--- src/rtl/k10_axil_master.sv ---
// rtl/k10_axil_master.sv - single-outstanding AXI4-Lite master behind a simple request/response port
//
// Ports:
//   i_clk, i_rst_n            rising-edge clock, asynchronous active-low reset
//   i_req_*  / o_req_ready    request channel (we, byte address, wdata, byte enables)
//   o_rsp_valid               one-cycle completion pulse, o_rsp_rdata / o_rsp_err held until next
//   o_busy                    a transaction is in flight
//   m_axi_*                   AXI4-Lite master (AW, W, B, AR, R channels)
module k10_axil_master #(
  parameter logic [2:0] AXI_PROT = 3'b000
) (
  input  logic        i_clk,
  input  logic        i_rst_n,
  input  logic        i_req_valid,
  output logic        o_req_ready,
  input  logic        i_req_we,
  input  logic [31:0] i_req_addr,
  input  logic [31:0] i_req_wdata,
  input  logic [3:0]  i_req_be,
  output logic        o_rsp_valid,
  output logic [31:0] o_rsp_rdata,
  output logic        o_rsp_err,
  output logic        o_busy,
  output logic [31:0] m_axi_awaddr,
  output logic [2:0]  m_axi_awprot,
  output logic        m_axi_awvalid,
  input  logic        m_axi_awready,
  output logic [31:0] m_axi_wdata,
  output logic [3:0]  m_axi_wstrb,
  output logic        m_axi_wvalid,
  input  logic        m_axi_wready,
  input  logic [1:0]  m_axi_bresp,
  input  logic        m_axi_bvalid,
  output logic        m_axi_bready,
  output logic [31:0] m_axi_araddr,
  output logic [2:0]  m_axi_arprot,
  output logic        m_axi_arvalid,
  input  logic        m_axi_arready,
  input  logic [31:0] m_axi_rdata,
  input  logic [1:0]  m_axi_rresp,
  input  logic        m_axi_rvalid,
  output logic        m_axi_rready
);

  typedef enum logic [2:0] {
    IDLE,
    WR_ADDR_DATA,
    WR_RESP,
    RD_ADDR,
    RD_DATA
  } state_t;

  state_t      state, state_nxt;
  logic [31:0] addr_q, wdata_q;
  logic [3:0]  be_q;
  logic        we_q;
  logic        aw_done, w_done;
  logic        rsp_valid_q, rsp_err_q;
  logic [31:0] rsp_rdata_q;

  logic accept, aw_fire, w_fire, b_fire, r_fire;

  assign accept  = i_req_valid && o_req_ready;
  assign aw_fire = m_axi_awvalid && m_axi_awready;
  assign w_fire  = m_axi_wvalid && m_axi_wready;
  assign b_fire  = m_axi_bvalid && m_axi_bready;
  assign r_fire  = m_axi_rvalid && m_axi_rready;

  always_ff @(posedge i_clk or negedge i_rst_n) begin
    if (!i_rst_n) state <= IDLE;
    else          state <= state_nxt;
  end

  // All valids/readies decode from state (and the per-channel done flags),
  // so an asynchronous reset of the state register drops them immediately.
  always_comb begin
    state_nxt     = state;
    o_req_ready   = 1'b0;
    m_axi_awvalid = 1'b0;
    m_axi_wvalid  = 1'b0;
    m_axi_bready  = 1'b0;
    m_axi_arvalid = 1'b0;
    m_axi_rready  = 1'b0;
    case (state)
      IDLE: begin
        o_req_ready = 1'b1;
        if (i_req_valid) state_nxt = i_req_we ? WR_ADDR_DATA : RD_ADDR;
      end
      WR_ADDR_DATA: begin
        m_axi_awvalid = !aw_done;
        m_axi_wvalid  = !w_done;
        // Leave once each channel has either already completed or completes now.
        if ((aw_done || m_axi_awready) && (w_done || m_axi_wready)) state_nxt = WR_RESP;
      end
      WR_RESP: begin
        m_axi_bready = 1'b1;
        if (m_axi_bvalid) state_nxt = IDLE;
      end
      RD_ADDR: begin
        m_axi_arvalid = 1'b1;
        if (m_axi_arready) state_nxt = RD_DATA;
      end
      RD_DATA: begin
        m_axi_rready = 1'b1;
        if (m_axi_rvalid) state_nxt = IDLE;
      end
      default: state_nxt = IDLE;
    endcase
  end

  always_ff @(posedge i_clk or negedge i_rst_n) begin
    if (!i_rst_n) begin
      addr_q      <= '0;
      wdata_q     <= '0;
      be_q        <= '0;
      we_q        <= 1'b0;
      aw_done     <= 1'b0;
      w_done      <= 1'b0;
      rsp_valid_q <= 1'b0;
      rsp_err_q   <= 1'b0;
      rsp_rdata_q <= '0;
    end else begin
      rsp_valid_q <= 1'b0;
      if (accept) begin
        addr_q  <= i_req_addr;
        wdata_q <= i_req_wdata;
        be_q    <= i_req_be;
        we_q    <= i_req_we;
        aw_done <= 1'b0;
        w_done  <= 1'b0;
      end else begin
        if (aw_fire) aw_done <= 1'b1;
        if (w_fire)  w_done  <= 1'b1;
      end
      if (b_fire || r_fire) begin
        rsp_valid_q <= 1'b1;
        rsp_err_q   <= we_q ? (m_axi_bresp != 2'b00) : (m_axi_rresp != 2'b00);
        rsp_rdata_q <= we_q ? 32'h0 : m_axi_rdata;
      end
    end
  end

  assign o_busy       = (state != IDLE);
  assign o_rsp_valid  = rsp_valid_q;
  assign o_rsp_err    = rsp_err_q;
  assign o_rsp_rdata  = rsp_rdata_q;
  assign m_axi_awaddr = addr_q;
  assign m_axi_araddr = addr_q;
  assign m_axi_wdata  = wdata_q;
  assign m_axi_wstrb  = be_q;
  assign m_axi_awprot = AXI_PROT;
  assign m_axi_arprot = AXI_PROT;

endmodule

--- config.mk ---
export PLATFORM = sky130hd
export DESIGN_NAME = k10_axil_master
export DESIGN_NICKNAME = d
export VERILOG_FILES = /design/src/rtl/k10_axil_master.sv
export SDC_FILE = /design/constraint.sdc
export NUM_CORES = 1
export LEC_CHECK = 0
export ABC_AREA = 1
export BUFFER_PORTS_ARGS = -buffer_cell sky130_fd_sc_hd__buf_4
export CAP_MARGIN = 5
export CORE_AREA = 2 2 101 103
export CTS_BUF_LIST = sky130_fd_sc_hd__clkbuf_2 sky130_fd_sc_hd__clkbuf_4 sky130_fd_sc_hd__clkbuf_8
export CTS_CLUSTER_DIAMETER = 200
export DETAILED_ROUTE_END_ITERATION = 8
export DIE_AREA = 0 0 103 105
export PLACE_DENSITY = 0.89
export SYNTH_ARGS = -nofsm -noshare
export SYNTH_HDL_FRONTEND = slang
export SYNTH_SLANG_ARGS = --single-unit
--- constraint.sdc ---
create_clock -name i_clk -period 2.4 [get_ports i_clk]
set_input_delay 0.24 -clock i_clk [delete_from_list [all_inputs] [get_ports i_clk]]
set_output_delay 0.24 -clock i_clk [all_outputs]
set_load 0.03 [all_outputs]
==> results of run 1 <==
critical path, delay by kind of cell, from the launching register on:
family        cells  cell delay, ps
simple gates      5             440
buf+inv           3             940
flops             1             460
sequential cells by signal (all words and copies together), names as in the netlist, 3 cells and up:
name	flops
m_axi_araddr	32
m_axi_wdata	32
m_axi_wstrb	4
state	3
o_rsp_rdata	32
layout make-up:
cell class	count	area share [%]
Clock buffer	9	1.90
Multi-Input combinational cell	352	22.3
Clock inverter	7	1.03
Tap cell	133	2.55
Sequential cell	108	41.4
Inverter	15	0.862
Timing Repair Buffer	259	30.0
layout by cell type (no fill, tap or decap):
cell / count
sky130_fd_sc_hd__nand2_1: 258
sky130_fd_sc_hd__buf_4: 257
sky130_fd_sc_hd__dfrtp_1: 108
sky130_fd_sc_hd__nand3_1: 67
sky130_fd_sc_hd__inv_1: 9
sky130_fd_sc_hd__clkbuf_8: 9
sky130_fd_sc_hd__nor2_1: 6
sky130_fd_sc_hd__conb_1: 6
sky130_fd_sc_hd__inv_2: 5
sky130_fd_sc_hd__o21ai_0: 5
sky130_fd_sc_hd__clkinvlp_4: 3
sky130_fd_sc_hd__clkinv_2: 3
sky130_fd_sc_hd__nand2_2: 2
sky130_fd_sc_hd__nor2_2: 1
sky130_fd_sc_hd__nor3_2: 1
sky130_fd_sc_hd__nor2_8: 1
sky130_fd_sc_hd__clkinv_1: 1
sky130_fd_sc_hd__nand4_1: 1
sky130_fd_sc_hd__nand3b_1: 1
sky130_fd_sc_hd__o21bai_1: 1
sky130_fd_sc_hd__a21oi_1: 1
sky130_fd_sc_hd__and2_1: 1
sky130_fd_sc_hd__bufinv_16: 1
sky130_fd_sc_hd__dlygate4sd3_1: 1
sky130_fd_sc_hd__buf_12: 1
how the worst min path moves through the flow:
stage | from | to | slack, ps
2_1_floorplan | i_rst_n | aw_done | -60
3_3_place_gp | i_rst_n | o_rsp_rdata[26] | 290
6_report | i_req_wdata[25] | m_axi_wdata[25] | 80
4_1_cts | i_req_wdata[3] | m_axi_wdata[3] | 60
5_1_grt | i_req_wdata[8] | m_axi_wdata[8] | 50
3_5_place_dp | i_rst_n | o_rsp_rdata[26] | 300
power by group:
group          switching (uW)  total (uW)  internal (uW)
clock                     603        1080            477
sequential                578        3210           2640
combinational            3840        5810           1980
total                    5020       10100           5090
kinds of logic (layout without fill, tap and decap cells):
kind of cell,after synthesis,after routing,synth area share (%)
AOI/OAI and AO/OA,7,7,0.813
other,1,6,0.0812
buffers and inverters,79,290,10.3
and+or+nand+nor,339,339,30.2
DFF,108,108,58.6
layer usage:
| metal | vias to the layer above | wire, um | GRT usage [%] |
|---|---|---|---|
| li1 | 2033 | - | - |
| met5 | - | 0 | 0 |
| met3 | 29 | 843 | 4.48 |
| met4 | 0 | 346 | 9.87 |
| met1 | 1990 | 4820 | 27.2 |
| met2 | 175 | 6340 | 38.0 |
metrics by stage:
stage / hold slack, ps / cells / power, uW / setup slack [ps] / utilization, %
final: 76.1 / 883 / 10100 / 455 / 67.8
after detailed placement: 302 / 866 / 9100 / 501 / 65.7
after global placement: 292 / 866 / 8930 / 595 / 65.7
after CTS: 61.9 / 883 / 10200 / 477 / 67.8
after floorplan: -55.6 / 539 / 7130 / 631 / -
after global routing: 52.7 / 883 / 10700 / 190 / 67.8
synthesized netlist by cell type, drive strengths merged:
cell and n:
clkinv 1, a21oi 1, o21ai 5, dfrtp 108, nor2 8, conb 1
and2 1, inv 14, nand3b 1, nor3 1, nand2 260, nand3 67
clkbuf 8, nand4 1, buf 56, o21bai 1
==> impl.org, run 1 <==
** Placement
- Last weighted congestion value of the routability-driven placer :: approximately 0.83
- The HPWL after detailed placement is a little over 9 mm.
- Cell area after placement :: about 6300 um2
- During placement, the flow inserted port buffers numbering ~250.

** Job
- Max-cap violations in this run came to 0.

** Detailed routing
- Starting DRC count in detailed routing :: 219
- In the routed layout, each cell is associated on average with a via count of about 4.8.
- Final ANT Viol Nets :: 0
- Average detailed-routed wire length per instance :: about 14 um
- First-pass iteration count of the detailed router :: 4
- Total wirelength of the detailed-routed design :: ~12 mm
- Total DRC errors in the routed layout :: 0
- Vias post-DR :: 4,227

** Setup path
- R2r startpoint :: state[1]
- Reg2reg end :: m_axi_araddr[22]
- Worst reg2reg setup slack :: between 400 and 500 ps
- Count of cells along the worst register-to-register path :: 8
- Endpoint kind of the worst setup timing path :: register
- The worst setup path is launched from a register.
- Along the worst path, the maximum fanout reaches between 60 and 70.
- Startpoint of the most critical setup path :: state[1]
- Worst path required time :: between 2000 and 3000 ps
- On the critical path, the stage with the largest delay is an instance of sky130_fd_sc_hd__inv_2.
- For this run, the slowest stage of the critical path takes just under 800 ps.
- Arrival time worst endpoint :: between 2000 and 2500 ps
- Cells along the critical path :: inv_2, nand2_1, nor2_2, inv_2, nor2_8, inv_2, nand2_1, nand2_1
- The critical path ends at m_axi_araddr[22].
- The critical path is of the reg -> reg type.

** Timing
- Max Clock Freq :: 0.514 GHz
- RSZ-0062 raised after global routing :: no
- The count of endpoints failing hold in the final timing report was 0.
- Counting I/O delays and the setup requirement, the final critical path takes between 1500 and 2000 ps.
- The number of slew-limit violations in the final report was 0.
- Post-Route Setup TNS :: 0 ps
- Setup violations remaining at the end of the flow were counted as 0.
- Relative max-transition margin :: 26.5%
- Final Skew :: 12.8 ps
- Final worst-path cycle share :: 81.0%
- Transition time of the tightest slew-check pin :: ~1100 ps

** Global route
- Number of global-route vias before repair :: 3,991
- The initial antenna violation count came to 0.
- Total grt overflow :: 0
- GRT Overall Usage :: 22.4%
- The first global-routing pass estimated between 15 and 20 mm of wire.
- Entering global routing, the biggest net connects 73 pins.

** Final layout
- Once layout is done, the placed cells without fillers occupy 6530 um2.
- Total area of sequential cells :: roughly 2700 um2
- The area growth from synthesis to layout is 41.5%.
- The layout has around 780 filler cells.
- Diode insertion count for antenna repair :: 0
- Multi-input gate area in the final layout :: 1460 um2
- Number of nets in the finished design :: about 860
- The post-route netlist has roughly 38% of its cells at a drive strength greater than 1.

** Clocking
- Buffers inserted during clock tree synthesis total 9.
- Clock root buffer :: sky130_fd_sc_hd__clkbuf_8
- In this run the deepest clock path goes through 2 buffers.
- The number of hold buffers added after CTS was 1.
- H-tree depth :: 3
- Post_cts resized :: 0
- The number of setup buffers added after CTS is 0.
- Clock-pin slew was measured on the worst setup and hold paths at about 110 ps.
- TritonCTS clock tree :: done
- Worst-Skew Late Latency :: 360 ps
- For this design, the sink count on the clock tree is about 110.

** Outcome
- The flow ran to the end, and the final reports show no timing, DRC or antenna violations.

** Floorplan
- Once the floorplan was initialized, standard cells occupied about 48% of the core.
- Die boundary width :: roughly 100 um
- Core region area :: roughly 9600 um2
- Die height :: roughly 110 um
- In this run the core area contains 36 standard-cell rows.
- Die area :: 10,800 um2
- I/O pins :: between 200 and 300

** Hold path
- Path type of the worst min-delay path :: in -> reg
- Hold depth :: 3

** Synth
- Proportion of netlist area held by the largest area contributor :: between 50 and 60%
- Sequential cells were found to cover around three fifths of the synthesized design area.
- A synthesized cell averages about 8.6 um2.
- sky130_fd_sc_hd__dfrtp_1 takes more of the synthesized area than any other cell.
- In the synthesized netlist, the number of instances is between 500 and 600.
- In this run, distinct cell masters in the synthesized netlist total 22.
- In this run, synthesis produced a sequential element count of approximately 110.
- Netlist Area Pre-Place :: 4620 um2
- Yosys printed 0 warnings.
- Largest cells by area after synthesis :: sky130_fd_sc_hd__dfrtp_1, sky130_fd_sc_hd__nand2_1, sky130_fd_sc_hd__nand3_1

** Power
- Worst vdd rail ir drop :: about 1 mV
- In this run the static leakage power is 0.00378 uW.
- Dividing total power by cell area gives a power density of ~1500 nW/um2.
Power figures use the tool's default switching activity.
==> run 2: changes to the inputs <==
--- a/config.mk
+++ b/config.mk
@@ -8,12 +8,11 @@
 export ABC_AREA = 1
 export BUFFER_PORTS_ARGS = -buffer_cell sky130_fd_sc_hd__buf_4
 export CAP_MARGIN = 5
-export CORE_AREA = 2 2 101 103
+export CORE_UTILIZATION = 46
 export CTS_BUF_LIST = sky130_fd_sc_hd__clkbuf_2 sky130_fd_sc_hd__clkbuf_4 sky130_fd_sc_hd__clkbuf_8
 export CTS_CLUSTER_DIAMETER = 200
 export DETAILED_ROUTE_END_ITERATION = 8
-export DIE_AREA = 0 0 103 105
-export PLACE_DENSITY = 0.89
+export PLACE_DENSITY = 0.87
 export SYNTH_ARGS = -nofsm -noshare
 export SYNTH_HDL_FRONTEND = slang
 export SYNTH_SLANG_ARGS = --single-unit
==> constraint.sdc (replaced) <==
create_clock -name i_clk -period 2 [get_ports i_clk]
set_input_delay 0.2 -clock i_clk [delete_from_list [all_inputs] [get_ports i_clk]]
set_output_delay 0.2 -clock i_clk [all_outputs]
set_load 0.03 [all_outputs]
==> run 2 against run 1 <==
- clock power increased by 20%
- hold slack got worse by 49 ps
- global-route usage increased by 1.2 points
- sequential power increased by 20%
- first-iteration DRC count decreased by 8.7%
- sequential cell count unchanged
- critical path type is now reg -> out
- largest power group unchanged
- highest routed layer unchanged
==> impl.org, run 2 (synthesis results as in run 1) <==
** Floorplan
- Starting density of the core :: a little under half
- I/O pins :: 260
- In this run the standard cell core region covers around 9700 um2.
- Std-Cell Rows :: 36
- The floorplan step set the die width to roughly 100 um.
- The floorplan step defined a die boundary enclosing approximately 10,000 um2.
- The floorplan step set the die height to ~100 um.

** Timing
- Subtracting the final worst setup slack from the clock period gives 1750 ps.
- Max Clock Freq :: between 0.5 and 0.6 GHz
- Final worst-path cycle share :: between 80% and 90%
- For the pin with the worst max-slew slack, the measured transition is about 610 ps.
- RSZ-0062 raised after global routing :: no
- Hold is met by 27.4 ps.
- Setup slack of the critical path after layout :: approximately 250 ps
- For the final database, setup skew stands at 11.4 ps.
- The count of endpoints failing hold in the final timing report came to 0.
- Relative max-transition margin :: between 50% and 60%
- Setup violations remaining at the end of the flow were counted as 0.
- The number of slew-limit violations in the final report is 0.
- Post-Route Setup TNS :: 0 ps

** Setup path
- STA classifies the critical path endpoint as an output port.
- The critical path is of the reg -> out type.
- Count of buffering cells on the critical path with inverters included :: 3
- In this design, the largest share of critical-path delay is due to flip-flops.
- The slowest stage of the critical path belongs to the cell sky130_fd_sc_hd__dfrtp_1.
- Of all nets on the critical path, the largest fanout is 6.
- At the worst endpoint, the arrival time is 1550 ps.
- Count of cells along the worst register-to-register path :: 5
- Number of cells on the critical path :: 6
- In this design, the stage delay of the slowest critical-path cell is ~450 ps.
- Critical Path Start Type :: register
- At the worst endpoint, the required time is between 1500 and 2000 ps.
- Cell type with the highest occurrence count on the critical path :: sky130_fd_sc_hd__nor2_1
- Cells along the critical path :: inv_2, nand2_1, nor2_1, inv_1, nor2_1, buf_4

** Hold path
- Path type of the worst min-delay path :: in -> reg
- The worst hold path passes through 3 cells.

** Detailed routing
- Vias post-DR :: roughly 4,300
- Average detailed-routed wire length per instance :: 14.1 um
- Using the TritonRoute via totals, the vias-per-cell ratio works out to 4.88.
- The first detailed-routing pass took 5 iterations.
- In this run, the number of DRC markers left after iteration 0 of detailed routing was 200.
- Final ANT Viol Nets :: 0
- For this run, design rule violations remaining after detail routing come to 0.
- For this block, the routed nets add up to between 10 and 15 mm of wire.

** Final layout
- Leading cell type in the layout, fill and taps excluded :: sky130_fd_sc_hd__buf_4
- 0 antenna diodes ended up in the layout.
- Compared with the post-synthesis result, the final layout area differs by 42.4%.
- Most frequent cells in the layout :: sky130_fd_sc_hd__buf_4, sky130_fd_sc_hd__nand2_1, sky130_fd_sc_hd__dfrtp_1
- Layout cells sized above 1 :: between 30% and 40%
- The net count of the finished layout is around 860.

** Placement
- Last weighted congestion value of the routability-driven placer :: roughly 0.83
- Timing analysis after detailed placement gives a worst setup slack of roughly 390 ps.
- Detailed placement ended at an HPWL of 9.31 mm.
- In this run the tool buffered the top-level ports with between 200 and 300 buffer cells.

** Clocking
- The longest clock path from root to sink contains 2 buffers.
- Clock root buffer :: sky130_fd_sc_hd__clkbuf_8
- Worst-Skew Late Latency :: approximately 370 ps
- Cts bufs inserted :: 9
- TritonCTS built the clock tree.
- After clock tree synthesis, the clock-pin slew on the worst setup and hold paths is about 100 ps.
- Number of clock sinks :: around 110
- The H-tree was split into 3 levels.

** Outcome
- The run finished with clean final reports.

** Power
- Worst vdd rail ir drop :: 1.22 mV
- In this run the power density over the cells is 1860 nW/um2.
- The analysis attributes to cell leakage a power of approximately 0.0038 uW.

** Global route
- The via count of the first global-routing pass came to just under 4,000.
- GRT Overall Usage :: around a quarter
- The first global-routing pass estimated roughly 19 mm of wire.
- Entering global routing, the biggest net connects between 60 and 70 pins.
- The initial antenna violation count came to 0.
- The total overflow left after global routing is 0.

** Job
- Max-cap violations in this run came to 0.
[run 2: changes by cell type in the layout (fill, tap and decap cells not counted), sizes merged]
cell | previous run | this run
clkbuf | 9 | 10
buf | 258 | 262
clkinvlp | 3 | 1
[run 2: power by group]
part	total [uW]	internal, uW	leakage (uW)	switching [uW]
logic	7040	2410	0.00236	4630
clock network	1300	600	0.0000979	701
registers	3850	3160	0.00136	686
total	12200	6180	0.00381	6010
[run 2: stage by stage]
step	utilization, %	total power, uW	std cells	cell area [um2]
global placement	65.5	10700	870	6370
finish	67.6	12200	886	6570
floorplan	-	8550	539	4630
detailed placement	65.5	11000	870	6370
global route	67.6	12900	886	6570
CTS	67.6	12300	886	6570
[run 2: path summary, 6_finish.rpt]
check	from	end	slack, ps
setup reg to reg	state[0]	o_rsp_rdata[28]	360
hold reg to reg	m_axi_wdata[14]	m_axi_wdata[14]	490
min in group asynchronous	i_rst_n	o_rsp_rdata[27]	270
setup / recovery	state[1]	m_axi_awvalid	250
hold / removal	i_req_wdata[4]	m_axi_wdata[4]	30
max in group asynchronous	i_rst_n	o_rsp_rdata[0]	1110
[run 2: cell type report]
| cell class | count | area (um2) |
|---|---|---|
| Clock buffer | 10 | 138 |
| Sequential cell | 108 | 2700 |
| Tap cell | 133 | 166 |
| Multi-Input combinational cell | 352 | 1460 |
| Inverter | 15 | 56.3 |
| Fill cell | 763 | 3160 |
| Clock inverter | 5 | 52.6 |
| Timing Repair Buffer | 263 | 2000 |
[run 2: tightest hold or removal path: stages]
cell and delay, ps:
sky130_fd_sc_hd__buf_4 80, sky130_fd_sc_hd__nand2_1 40, sky130_fd_sc_hd__nand2_1 50
[run 2: timing repair]
| item | in CTS | in global routing |
|---|---|---|
| setup buffers | 0 | 0 |
| hold buffers | 1 | 0 |
| endpoints found under the hold margin | 23 | 0 |
| resized for setup | 0 | 0 |
[run 2: layer usage]
layer	track usage, %	wire length, um
met1	28.7	4770
met5	0	0
met4	14.1	533
met2	39.3	6320
met3	4.45	847
==> run 3: changes to the inputs <==
--- a/config.mk
+++ b/config.mk
@@ -8,11 +8,12 @@
 export ABC_AREA = 1
 export BUFFER_PORTS_ARGS = -buffer_cell sky130_fd_sc_hd__buf_4
 export CAP_MARGIN = 5
-export CORE_UTILIZATION = 46
+export CORE_AREA = 2 2 101 103
 export CTS_BUF_LIST = sky130_fd_sc_hd__clkbuf_2 sky130_fd_sc_hd__clkbuf_4 sky130_fd_sc_hd__clkbuf_8
 export CTS_CLUSTER_DIAMETER = 200
 export DETAILED_ROUTE_END_ITERATION = 8
-export PLACE_DENSITY = 0.87
+export DIE_AREA = 0 0 103 105
+export PLACE_DENSITY = 0.89
 export SYNTH_ARGS = -nofsm -noshare
 export SYNTH_HDL_FRONTEND = slang
 export SYNTH_SLANG_ARGS = --single-unit
==> constraint.sdc (replaced) <==
create_clock -name i_clk -period 2.2 [get_ports i_clk]
set_input_delay 0.22 -clock i_clk [delete_from_list [all_inputs] [get_ports i_clk]]
set_output_delay 0.22 -clock i_clk [all_outputs]
set_load 0.03 [all_outputs]
==> run 3 against run 2 <==
- sequential cell count stayed put
- wire length is 0.95% higher
- clock-buffer cell count is 2 higher
- register-to-register slack worse by 150 ps
- worst setup slack worse by 44 ps
- power is 7.9% lower
- die area is 3.6% higher
- non-clock buffer count is 4 lower
- critical path type is now reg -> reg
- largest cell class unchanged
- largest power group unchanged
- highest routed layer unchanged
==> impl.org, run 3 (synthesis results as in run 1) <==
** Global route
- The first global-routing pass estimated between 15 and 20 mm of wire.
- The initial antenna violation count came to 0.
- For this run, the total global-route usage over all layers was measured as approximately 23%.
- Entering global routing, the biggest net connects approximately 110 pins.
- After global routing the overflow that remains totals 0.
- The via count of the first global-routing pass is between 4,000 and 5,000.

** Timing
- For the final routed database, the setup TNS stands at 0 ps.
- Final Skew :: roughly 8.7 ps
- Max Clock Freq :: between 0.5 and 0.6 GHz
- Final worst-path cycle share :: a little over 90%
- Final hold analysis gives a worst-case slack of about 52 ps.
- Transition time of the tightest slew-check pin :: about 1100 ps
- After layout, the worst setup slack is 208 ps.
- Number of max-slew violations in the final report :: 0
- The count of endpoints failing hold in the final timing report is 0.
- RSZ-0062 raised after global routing :: no
- Subtracting the final worst setup slack from the clock period gives 1990 ps.
- Relative max-transition margin :: a little over a quarter
- Total setup violations reported at the end of the flow :: 0

** Setup path
- Max Fanout on Critical Path :: 69
- Worst reg2reg setup slack :: ~210 ps
- STA classifies the critical path endpoint as a register.
- Reg2reg end :: m_axi_araddr[11]
- The number of cells on the worst reg-to-reg path is 8.
- Worst Path Class, Setup :: reg -> reg
- Data on the critical path is required at its endpoint by about 2500 ps.
- The worst setup path is launched from a register.
- R2r startpoint :: state[1]
- For the worst setup path, the data arrival time is ~2300 ps.
- Capturing element of the worst setup path :: m_axi_araddr[11]
- Startpoint of the most critical setup path :: state[1]

** Clocking
- Worst-Skew Late Latency :: around 360 ps
- Maximum clock insertion buffer count :: 2
- Hold bufs inserted after CTS :: 1
- Post-CTS repair changed the size of 0 cells.
- The tree is rooted in a sky130_fd_sc_hd__clkbuf_8.
- In this run the number of H-tree levels came out at 3.
- Buffers inserted during clock tree synthesis total 9.
- Reg clk slew, reported paths :: ~90 ps
- Post-CTS Repair Setup Buffers :: 0
- CTS saw around 110 sinks.
- TritonCTS built the clock tree.

** Power
- Net switching is around 49% of the power.
- Dividing total power by cell area gives a power density of about 1700 nW/um2.
- Power share of the sequential group :: between 30 and 40%
- Clock group share of total power :: 11.9%
- VDD sags by at most between 1 and 1.5 mV.
- The analysis attributes to cell leakage a power of 0.00380 uW.
- Switching power :: roughly 5500 uW
- The internal power of the cells totals around 5700 uW.
- Power share of the combinational group :: a little under three fifths

** Detailed routing
- Before antenna repair, the detailed router went through 5 iterations.
- Vias post-DR :: 4,240
- After detailed routing, the met3 layer carries 861 um of wire.
- In the final routing, the length of wire on met1 measures ~4.9 mm.
- In the final routed layout, each cell accounts on average for 14.3 um.
- Total wirelength of the detailed-routed design :: about 13 mm
- Routed via count divided by cell count :: between 4 and 5
- Starting DRC count in detailed routing :: about 200
- Top Layer Used :: met4
- Final ANT Viol Nets :: 0
- In the routed design, unresolved DRC markers number 0.
- Metal2 WL :: 6.51 mm

** Job
- The tool flagged a number of max-cap violations equal to 0.

** Floorplan
- Std-Cell Rows :: 36
- The initial utilization of the core area, before any placement, comes to 47.9%.
- The die covers 10,800 um2.
- Die height :: approximately 110 um
- I/O pins :: 260
- Core region area :: 9640 um2
- The die is just over 100 um wide.

** Final layout
- Layout cells sized above 1 :: ~38%
- The library cells used most frequently in the layout, excluding fill and tap cells, are sky130_fd_sc_hd__nand2_1, sky130_fd_sc_hd__buf_4, sky130_fd_sc_hd__dfrtp_1.
- Summed area of non-filler cells in the final layout :: 6570 um2
- Multi-input gate area in the final layout :: 1460 um2
- Compared with the post-synthesis result, the final layout area differs by 42.2%.
- The filler cells instantiated in the layout total approximately 780.
- For this run, the number of standard cells in the final layout without fillers is 883.
- In the final layout, flip-flops and latches occupy around 2700 um2.
- Diode insertion count for antenna repair :: 0
- Number of nets in the finished design :: ~860
- Leading cell type in the layout, fill and taps excluded :: sky130_fd_sc_hd__nand2_1

** Outcome
- The run finished with clean final reports.

** Hold path
- Path type of the worst min-delay path :: in -> reg

** Placement
- After detailed placement, the total cell area comes to ~6300 um2.
- Pre-CTS setup slack :: ~230 ps
- Including well taps, the total number of placed cells is around 870.
- Half-perimeter wire length after placement :: about 8.9 mm
- The count of buffers added on input and output ports is 253.
- Last weighted congestion value of the routability-driven placer :: approximately 0.84
## run 3: cell types whose count changed in the layout (fill, tap and decap cells not counted)
cell                        change
sky130_fd_sc_hd__bufinv_16      +1
sky130_fd_sc_hd__clkbuf_4       +2
sky130_fd_sc_hd__buf_12         -1
sky130_fd_sc_hd__clkinv_2       -2
sky130_fd_sc_hd__buf_4          -3
## run 3: worst min-delay path by stage
| stage | from | to | slack, ps | cells after the start |
|---|---|---|---|---|
| after global placement | i_rst_n | o_rsp_rdata[23] | 330 | 2 |
| after detailed placement | i_rst_n | o_rsp_valid | 340 | 2 |
| final | i_req_wdata[28] | m_axi_wdata[28] | 50 | 3 |
| after global routing | i_req_wdata[22] | m_axi_wdata[22] | 30 | 3 |
| after floorplan | i_rst_n | aw_done | -80 | 0 |
| after CTS | i_req_wdata[28] | m_axi_wdata[28] | 30 | 3 |
## run 3: layout make-up
type	count	share of cell area [%]
Timing Repair Buffer	259	29.8
Clock inverter	4	1.11
Multi-Input combinational cell	352	22.2
Inverter	15	0.858
Sequential cell	108	41.2
Clock buffer	12	2.33
Tap cell	133	2.53
## run 3: routing by layer
layer	vias to the layer above	global-route usage, %
met5	-	0
met4	0	10.8
met3	20	4.95
met2	191	37.8
met1	1996	28.3
li1	2033	-
## run 3: power by group through the flow
stage          registers (uW)  logic (uW)  clock network, uW
3_3_place_gp             3490        6260                  0
6_report                 3520        6380               1330
3_5_place_dp             3530        6410                  0
5_1_grt                  3620        6810               1450
2_1_floorplan            5070        2700                  0
4_1_cts                  3510        6420               1380
## run 3: metrics by stage
step | power [uW] | util (%)
after floorplan | 7780 | -
after global placement | 9750 | 65.7
after detailed placement | 9940 | 65.7
after CTS | 11300 | 68.1
after global routing | 11900 | 68.1
final | 11200 | 68.1
## run 3: critical path, stage by stage (launching register included)
cell	delay (ps)
sky130_fd_sc_hd__dfrtp_1	460
sky130_fd_sc_hd__inv_2	60
sky130_fd_sc_hd__nand2_1	100
sky130_fd_sc_hd__nor2_2	60
sky130_fd_sc_hd__inv_2	110
sky130_fd_sc_hd__nor2_8	40
sky130_fd_sc_hd__inv_2	770
sky130_fd_sc_hd__nand2_1	170
sky130_fd_sc_hd__nand2_1	120
